<file path="config.mk">
export PLATFORM = sky130hd
export DESIGN_NAME = fft_wb_addr_gen
export DESIGN_NICKNAME = d
export VERILOG_FILES = /design/src/rtl/fft_pkg.sv /design/src/rtl/fft_wr_addr_map.sv /design/src/rtl/fft_wb_addr_gen.sv
export SDC_FILE = /design/constraint.sdc
export NUM_CORES = 1
export LEC_CHECK = 0
export ABC_AREA = 1
export CORE_MARGIN = 2
export CORE_UTILIZATION = 30
export DETAILED_ROUTE_END_ITERATION = 8
export GPL_TIMING_DRIVEN = 0
export PLACE_DENSITY = 0.64
export SETUP_SLACK_MARGIN = 0.4
export SYNTH_ARGS = -nofsm -noshare
export SYNTH_HDL_FRONTEND = slang
export SYNTH_HIERARCHICAL = 1
export SYNTH_SLANG_ARGS = --single-unit
</file>
<file path="constraint.sdc">
create_clock -name clk -period 1.1 [get_ports clk]
set_input_delay 0.33 -clock clk [delete_from_list [all_inputs] [get_ports clk]]
set_output_delay 0.33 -clock clk [all_outputs]
set_load 0.01 [all_outputs]
</file>
<file path="src/rtl/fft_pkg.sv">
// ----------------------------------------------------------------------------
// fft_pkg
// Shared definitions for the 16-point in-place radix-2 FFT sequencers:
// transform-size constants, stage/butterfly/address index widths, the
// write-back FSM state enum and the (stage, butterfly) -> (A, B) address map
// used by both the read side and the write-back side.
// ----------------------------------------------------------------------------
package fft_pkg;

    localparam int FFT_N      = 16;
    localparam int FFT_STAGES = 4;
    localparam int FFT_BFLY   = 8;

    localparam int STAGE_W = 2;
    localparam int BFLY_W  = 3;
    localparam int ADDR_W  = $clog2(FFT_N);

    typedef enum logic {
        ST_IDLE = 1'b0,
        ST_RUN  = 1'b1
    } fft_state_e;

    // A is the bit-reversed butterfly index {b0, b1, b2} with a 0 inserted at
    // bit position (3 - stage); the partner B sets that same bit.
    function automatic logic [ADDR_W-1:0] fft_addr_a(
        input logic [STAGE_W-1:0] stage,
        input logic [BFLY_W-1:0]  bfly
    );
        logic [ADDR_W-1:0] a;
        case (stage)
            2'd0:    a = {1'b0, bfly[0], bfly[1], bfly[2]};
            2'd1:    a = {bfly[0], 1'b0, bfly[1], bfly[2]};
            2'd2:    a = {bfly[0], bfly[1], 1'b0, bfly[2]};
            default: a = {bfly[0], bfly[1], bfly[2], 1'b0};
        endcase
        return a;
    endfunction

    function automatic logic [ADDR_W-1:0] fft_addr_b(
        input logic [STAGE_W-1:0] stage,
        input logic [BFLY_W-1:0]  bfly
    );
        return fft_addr_a(stage, bfly) | (ADDR_W'(FFT_N / 2) >> stage);
    endfunction

endpackage

</file>
<file path="src/rtl/fft_wr_addr_map.sv">
// ----------------------------------------------------------------------------
// fft_wr_addr_map
// Combinational map from (stage, butterfly) to the A/B working-memory
// addresses of that butterfly.
// Ports:
//   stage  in  STAGE_W  current stage 0..3
//   bfly   in  BFLY_W   butterfly index 0..7
//   addr_a out ADDR_W   upper (A) address
//   addr_b out ADDR_W   lower (B) address, A | span
// ----------------------------------------------------------------------------
module fft_wr_addr_map
    import fft_pkg::*;
(
    input  logic [STAGE_W-1:0] stage,
    input  logic [BFLY_W-1:0]  bfly,
    output logic [ADDR_W-1:0]  addr_a,
    output logic [ADDR_W-1:0]  addr_b
);

    always_comb begin
        addr_a = fft_addr_a(stage, bfly);
        addr_b = fft_addr_b(stage, bfly);
    end

endmodule

</file>
<file path="src/rtl/fft_wb_addr_gen.sv">
// ----------------------------------------------------------------------------
// fft_wb_addr_gen
// Write-back sequencer for the 16-point in-place radix-2 FFT. Registers each
// butterfly result pair and issues one dual-port memory write per beat at the
// A/B addresses of the current stage/butterfly, counting butterflies and
// stages and pulsing stage/transform completion.
//
// Build option: define FFT_WB_SCALE_EN to arithmetic-shift every re/im
// component of the write data right by one bit on every stage.
//
// Ports:
//   clk, rst      clock, synchronous active-high reset
//   start         begin a transform (honoured only in IDLE)
//   bf_valid      butterfly result pair valid
//   bf_a, bf_b    butterfly outputs {re, im}
//   mem_we        write strobe for both memory ports
//   mem_addr_a/b  write addresses
//   mem_wdata_a/b write data
//   wr_stage      stage of the next expected beat
//   wr_bfly       butterfly index of the next expected beat
//   stage_done    pulse with the write of butterfly 7 of a stage
//   fft_done      pulse with the final write of the transform
//   busy          high while in RUN
//   seq_err       pulse when a beat arrives outside RUN
// ----------------------------------------------------------------------------
module fft_wb_addr_gen
    import fft_pkg::*;
#(
    parameter int DW = 16
) (
    input  logic                clk,
    input  logic                rst,
    input  logic                start,
    input  logic                bf_valid,
    input  logic [2*DW-1:0]     bf_a,
    input  logic [2*DW-1:0]     bf_b,
    output logic                mem_we,
    output logic [ADDR_W-1:0]   mem_addr_a,
    output logic [ADDR_W-1:0]   mem_addr_b,
    output logic [2*DW-1:0]     mem_wdata_a,
    output logic [2*DW-1:0]     mem_wdata_b,
    output logic [STAGE_W-1:0]  wr_stage,
    output logic [BFLY_W-1:0]   wr_bfly,
    output logic                stage_done,
    output logic                fft_done,
    output logic                busy,
    output logic                seq_err
);

    fft_state_e          state_q, state_d;
    logic [STAGE_W-1:0]  stage_q, stage_d;
    logic [BFLY_W-1:0]   bfly_q, bfly_d;
    logic                we_q, we_d;
    logic [ADDR_W-1:0]   addr_a_q, addr_a_d;
    logic [ADDR_W-1:0]   addr_b_q, addr_b_d;
    logic [2*DW-1:0]     wdata_a_q, wdata_a_d;
    logic [2*DW-1:0]     wdata_b_q, wdata_b_d;
    logic                stage_done_q, stage_done_d;
    logic                fft_done_q, fft_done_d;
    logic                seq_err_q, seq_err_d;

    logic [ADDR_W-1:0]   map_a;
    logic [ADDR_W-1:0]   map_b;
    logic [2*DW-1:0]     data_a;
    logic [2*DW-1:0]     data_b;

    fft_wr_addr_map u_addr_map (
        .stage  (stage_q),
        .bfly   (bfly_q),
        .addr_a (map_a),
        .addr_b (map_b)
    );

`ifdef FFT_WB_SCALE_EN
    // Each component is halved independently so the sign of re and im is
    // preserved; four stages give an overall 1/16 scale.
    logic signed [DW-1:0] a_re, a_im, b_re, b_im;
    always_comb begin
        a_re   = $signed(bf_a[2*DW-1:DW]);
        a_im   = $signed(bf_a[DW-1:0]);
        b_re   = $signed(bf_b[2*DW-1:DW]);
        b_im   = $signed(bf_b[DW-1:0]);
        data_a = {a_re >>> 1, a_im >>> 1};
        data_b = {b_re >>> 1, b_im >>> 1};
    end
`else
    always_comb begin
        data_a = bf_a;
        data_b = bf_b;
    end
`endif

    wire last_bfly  = (bfly_q  == BFLY_W'(FFT_BFLY - 1));
    wire last_stage = (stage_q == STAGE_W'(FFT_STAGES - 1));

    always_comb begin
        state_d      = state_q;
        stage_d      = stage_q;
        bfly_d       = bfly_q;
        we_d         = 1'b0;
        addr_a_d     = addr_a_q;
        addr_b_d     = addr_b_q;
        wdata_a_d    = wdata_a_q;
        wdata_b_d    = wdata_b_q;
        stage_done_d = 1'b0;
        fft_done_d   = 1'b0;
        seq_err_d    = 1'b0;

        case (state_q)
            ST_IDLE: begin
                // A beat colliding with the accepted start is still a beat
                // outside RUN, so it is flagged and never written.
                seq_err_d = bf_valid;
                if (start) begin
                    state_d = ST_RUN;
                    stage_d = '0;
                    bfly_d  = '0;
                end
            end
            default: begin
                if (bf_valid) begin
                    we_d      = 1'b1;
                    addr_a_d  = map_a;
                    addr_b_d  = map_b;
                    wdata_a_d = data_a;
                    wdata_b_d = data_b;
                    bfly_d    = bfly_q + BFLY_W'(1);
                    if (last_bfly) begin
                        stage_done_d = 1'b1;
                        stage_d      = stage_q + STAGE_W'(1);
                        if (last_stage) begin
                            fft_done_d = 1'b1;
                            state_d    = ST_IDLE;
                        end
                    end
                end
            end
        endcase
    end

    always_ff @(posedge clk) begin
        if (rst) begin
            state_q      <= ST_IDLE;
            stage_q      <= '0;
            bfly_q       <= '0;
            we_q         <= 1'b0;
            addr_a_q     <= '0;
            addr_b_q     <= '0;
            wdata_a_q    <= '0;
            wdata_b_q    <= '0;
            stage_done_q <= 1'b0;
            fft_done_q   <= 1'b0;
            seq_err_q    <= 1'b0;
        end else begin
            state_q      <= state_d;
            stage_q      <= stage_d;
            bfly_q       <= bfly_d;
            we_q         <= we_d;
            addr_a_q     <= addr_a_d;
            addr_b_q     <= addr_b_d;
            wdata_a_q    <= wdata_a_d;
            wdata_b_q    <= wdata_b_d;
            stage_done_q <= stage_done_d;
            fft_done_q   <= fft_done_d;
            seq_err_q    <= seq_err_d;
        end
    end

    assign mem_we      = we_q;
    assign mem_addr_a  = addr_a_q;
    assign mem_addr_b  = addr_b_q;
    assign mem_wdata_a = wdata_a_q;
    assign mem_wdata_b = wdata_b_q;
    assign wr_stage    = stage_q;
    assign wr_bfly     = bfly_q;
    assign stage_done  = stage_done_q;
    assign fft_done    = fft_done_q;
    assign busy        = (state_q == ST_RUN);
    assign seq_err     = seq_err_q;

endmodule

</file>
======== After elaboration in Yosys (flattened, before gate mapping) ========
Cells that the tools add are included.
operators by class
  add/sub/neg operators ................... 2
  eq/ne operators ......................... 6
  shift operators ......................... 1
  muxes and demuxes ....................... 16
  bitwise gates (word level) .............. 4
  reductions and logical operators ........ 9
operator list
  kind                                                  count
  one-hot mux 4 bit (3 select lines)                    1
  two-way mux 3 bit                                     3
  two-way mux 1 bit                                     8
  two-way mux 2 bit                                     4
  equality test 2 bit (second input constant)           2
  OR 4 bit                                              1
  AND reduction 2 bit                                   2
  OR reduction 2 bit                                    2
  OR reduction 4 bit                                    1
  >> shifter 4 x 2 -> 4 bit (first input constant)      1
  adder 3 x 1 -> 3 bit (second input constant)          1
  equality test 3 bit (second input constant)           1
  inverter 1 bit                                        3
  AND reduction 3 bit                                   1
  OR reduction 3 bit                                    1
  adder 2 x 1 -> 2 bit (second input constant)          1
  equality test 2 x 1 -> 1 bit (second input constant)  1
  logical NOT 2 bit                                     1
  != test 2 x 1 -> 1 bit (second input constant)        1
  != test 2 bit (second input constant)                 1
  nonzero test 2 bit                                    1
storage, ports and cells
  register bits after elaboration ......... 82
  output and inout bits ................... 82

======== Depth between registers and ports, before layout ========
  depth in word-level cells ............... 5
  depth in mapped cells ................... 8

======== Hierarchy ========
Netlist, hierarchy kept.
modules (own cells, without submodules)
  module           instances  cells each  area an instance (µm²)
  fft_wb_addr_gen  1          363         2916.5
  fft_wr_addr_map  1          19          78.8

======== Worst setup path before layout ========
OpenSTA, ideal clock, no wires.
  kind .................................... register to register
  start point ............................. register bfly_q[0] (netlist: wr_bfly[0])
  end point ............................... register stage_q[1] (netlist: wr_stage[1])
  library setup time ...................... 0.115 ns
  data arrival time ....................... 1.042 ns
  required time ........................... 0.985 ns
  path slack .............................. -0.057 ns
  cell stages (with the launch flop) ...... 9
  path buffers ............................ 0
  clock period less this slack ............ 1.157 ns
  cells stage by stage .................... dfxtp_1 -> ha_1 -> ha_1 -> nand2_1 -> inv_1 -> nand2_1 -> inv_1 -> nand2_1 -> nand2_1
between the ends
  word-level cells in the longest chain between the ends .. 3
ends and longest elaborated chain
  item                              line                    RTL
  start, declared                   fft_wb_addr_gen.sv:52   logic [BFLY_W-1:0] bfly_q, bfly_d;
  start signal, assigned            fft_wb_addr_gen.sv:157  bfly_q <= bfly_d;
  equality test 3 bit               fft_wb_addr_gen.sv:93   wire last_bfly = (bfly_q == BFLY_W'(FFT_BFLY - 1));
  named net last_bfly               fft_wb_addr_gen.sv:93
  != test 2 x 1 -> 1 bit (no line)  --
  AND reduction 3 bit (no line)     --
  end signal, assigned              fft_wb_addr_gen.sv:156  stage_q <= stage_d;
  end, declared                     fft_wb_addr_gen.sv:51   logic [STAGE_W-1:0] stage_q, stage_d;
The timed path passes the listed nets, and every way through them passes these cells.
A chain may end at the register's enable or synchronous reset.

======== Worst setup path after layout ========
  start point ............................. register bfly_q[1] (netlist: wr_bfly[1])
  end point ............................... register stage_q[1] (netlist: wr_stage[1])
The elaborated chain is that of the path after synthesis.

==> results.tsv <==
metric	value	unit
residual DRC count	0	
CP Capture Type	flip-flop	
status	complete, but fails checks	
Synth Area per Inst	7.841	um^2
Layout Nets	663	
GR met3 Demand/Resource	5.639	%
IO Port Bufs	149	
CP required	1.34	ns
Total Routed Length	9826	um
Setup WS pre-CTS	-0.6268	ns
DR pass1 iterations	4	
Clk pwr share	29.5	%
clk slew on worst S/H paths	0.08	ns
core area	9729	um^2
IO Count	150	
Tmin final	1.184	ns
final setup skew	0.006701	ns
Die Ht	103.9	um
WL per Instance	13.46	um
final core utilization	62.96	%
Syn Inst Count	382	
Post-CTS Hold Buffers	0	
Setup crit start	wr_bfly[1]	
Global Route Usage Sum	17.77	%
Cell Int Power	5.206	mW
Synth top area share	54.80	%
Crit Reg-Reg Startpoint	wr_bfly[1]	
vias per inst	4.442	
first-pass GRT wire length	15360	um
hold_sp	rst	
worst flop-to-flop path endpoint	wr_stage[1]	
Final Max Slew Viols	0	
final instance area	6126	um^2
diode count	0	
hold path cells	2	
delay-heaviest family, CP	flip-flops	
switching pwr	1.837	mW
CTS Buffer Depth	2	
Min-Delay Path Class	in2reg	
worst-path fanout max	3	
asr flop ratio synth	0	%
fmax	844.4	MHz
worst slew pin tran	0.3408	ns
r2r setup slk	-0.08	ns
largest cells by area after synthesis	dfxtp_1, nor2_1, o21ai_0	
met1 usage	20.91	%
area growth from synthesis to layout	104.5	%
WHS	0.4158	ns
Synth area leader	dfxtp_1	
yosys warns	6	
slowest stage delay, CP	0.36	ns
final setup fails	157	
Worst EP arrival	1.43	ns
RD Place Congestion	0.7719	
worst vdd ir	0.6784	mV
Final Non-Filler Cells	730	
DP Cell Count	664	
power consumption	7.043	mW
Die Area	10800	um^2
site row count	36	
Final HPWL DP	6124	um
GR peak layer	met2	
Synth Flop Type	dfxtp_1	
Yosys reg bits	82	
Die X	103.9	um
CP cell instances	buf_6, ha_4, ha_4, nand2_2, inv_2, nand2_4, inv_2, nand2_2, nand2_1	
Setup crit start kind	flip-flop	
via count	3243	
pwr dens	1150	nW/um^2
switching share of total power	26.09	%
H-tree levels	3	
setup TNS	-4.689	ns
Detail Route Antenna Nets	0	
Post-synth top cells	nor2_1, dfxtp_1, o21ai_0	
area of the mapped netlist	2995	um^2
Initial Util	30.79	%
EDFF count, synth	0	
CTS root buf	clkbuf_8	
CP max stage cell	dfxtp_4	
sequential share of the synthesized area	54.80	%
CTS tree	done	
RSZ-0062 raised after global routing	yes	
Clk Latency, worst-skew pair	0.34	ns
Hold Crit Endpoint	seq_err	
max_cap viols	0	
final setup margin	-0.08433	ns
placed cell area	4752	um^2
met2 Resource Use GR	31.20	%
r2r worst-path depth	9	
number of global-route vias before repair	3143	
largest net degree at the start of global routing	14	
final hold vios	0	
TritonCTS Sinks	82	
Tcrit/Tclk final	107.7	%
leakage power	2.623	nW
most numerous cell in the Yosys netlist	nor2_1	
Synth Net Count	453	
CTS Buf Count	9	
Unique masters post-synth	16	
GRT overflow	0	
failing checks	negative setup slack	
combinational share of power	23.7	%
initial drt markers	107	
fillers	839	
share of cells above drive strength 1	58.96	%
initial antenna violation count	0	
max_slew headroom	77.28	%
critical path class	reg2reg	
worst path bufs/invs	3	
Reg power frac	46.8	%
## layout make-up
cell class / instances / area [um^2] / area share, %
Buffer: 23 / 309.0 / 5.045
Tap cell: 133 / 166.4 / 2.717
Clock buffer: 11 / 131.4 / 2.145
Multi-Input combinational cell: 265 / 1534 / 25.04
Timing Repair inverter: 1 / 11.26 / 0.1838
Inverter: 12 / 63.81 / 1.042
Timing Repair Buffer: 198 / 2090 / 34.11
Clock inverter: 5 / 55.05 / 0.8987
Sequential cell: 82 / 1765 / 28.82
## state kept, by name, indices dropped and copies added, names as in the netlist
name / count
busy: 1
stage_done: 1
mem_wdata_a: 32
seq_err: 1
mem_addr_a: 4
mem_wdata_b: 32
wr_bfly: 3
mem_we: 1
mem_addr_b: 4
fft_done: 1
wr_stage: 2
## logic make-up after synthesis
logic type | Yosys count | share of synthesized area (%)
buf+inv | 35 | 7.477
simple gates | 183 | 23.27
fa+ha+maj | 3 | 1.253
flops | 82 | 54.80
compound gates | 79 | 13.20
## worst max-delay path by stage
stage	to	slack, ns	depth (start not counted)
6_report	wr_stage[1]	-0.08	9
5_1_grt	wr_stage[0]	-0.13	9
4_1_cts	wr_stage[1]	-0.08	9
3_5_place_dp	mem_wdata_a[19]	-0.63	5
3_3_place_gp	mem_wdata_b[16]	-0.61	6
2_1_floorplan	wr_stage[1]	0.05	8
## layer usage
metal | vias to the layer above | wire, um
met4 | 0 | 122
met1 | 1502 | 4168
met5 | - | 0
met3 | 12 | 502
met2 | 92 | 5032
li1 | 1637 | -
## power groups by stage
stage | Combinational (mW) | Clock (mW) | Sequential (mW)
5_1_grt | 1.79 | 2.29 | 3.32
2_1_floorplan | 0.421 | 0 | 3.38
3_5_place_dp | 1.20 | 0 | 3.30
4_1_cts | 1.47 | 2.18 | 3.30
3_3_place_gp | 1.18 | 0 | 3.29
6_report | 1.67 | 2.08 | 3.30
## layout by cell type (no fill, tap or decap), types with 6 or more instances in the layout
master,instances
buf_12,7
buf_4,39
buf_6,86
buf_8,6
clkbuf_8,10
clkdlybuf4s50_1,65
dfxtp_2,69
dfxtp_4,10
inv_1,6
nand2_1,19
nor2_1,94
nor2_2,44
nor2_4,14
o21ai_1,45
o21ai_2,28
## what timing repair did
action / 4_1_cts / 5_1_grt
buffers inserted: 18 / 25
setup endpoints to repair: 164 / 164
pin swaps: 10 / 5
resized for setup: 576 / 68
gates cloned: 5 / 2
(Power assumes the default switching activity.)
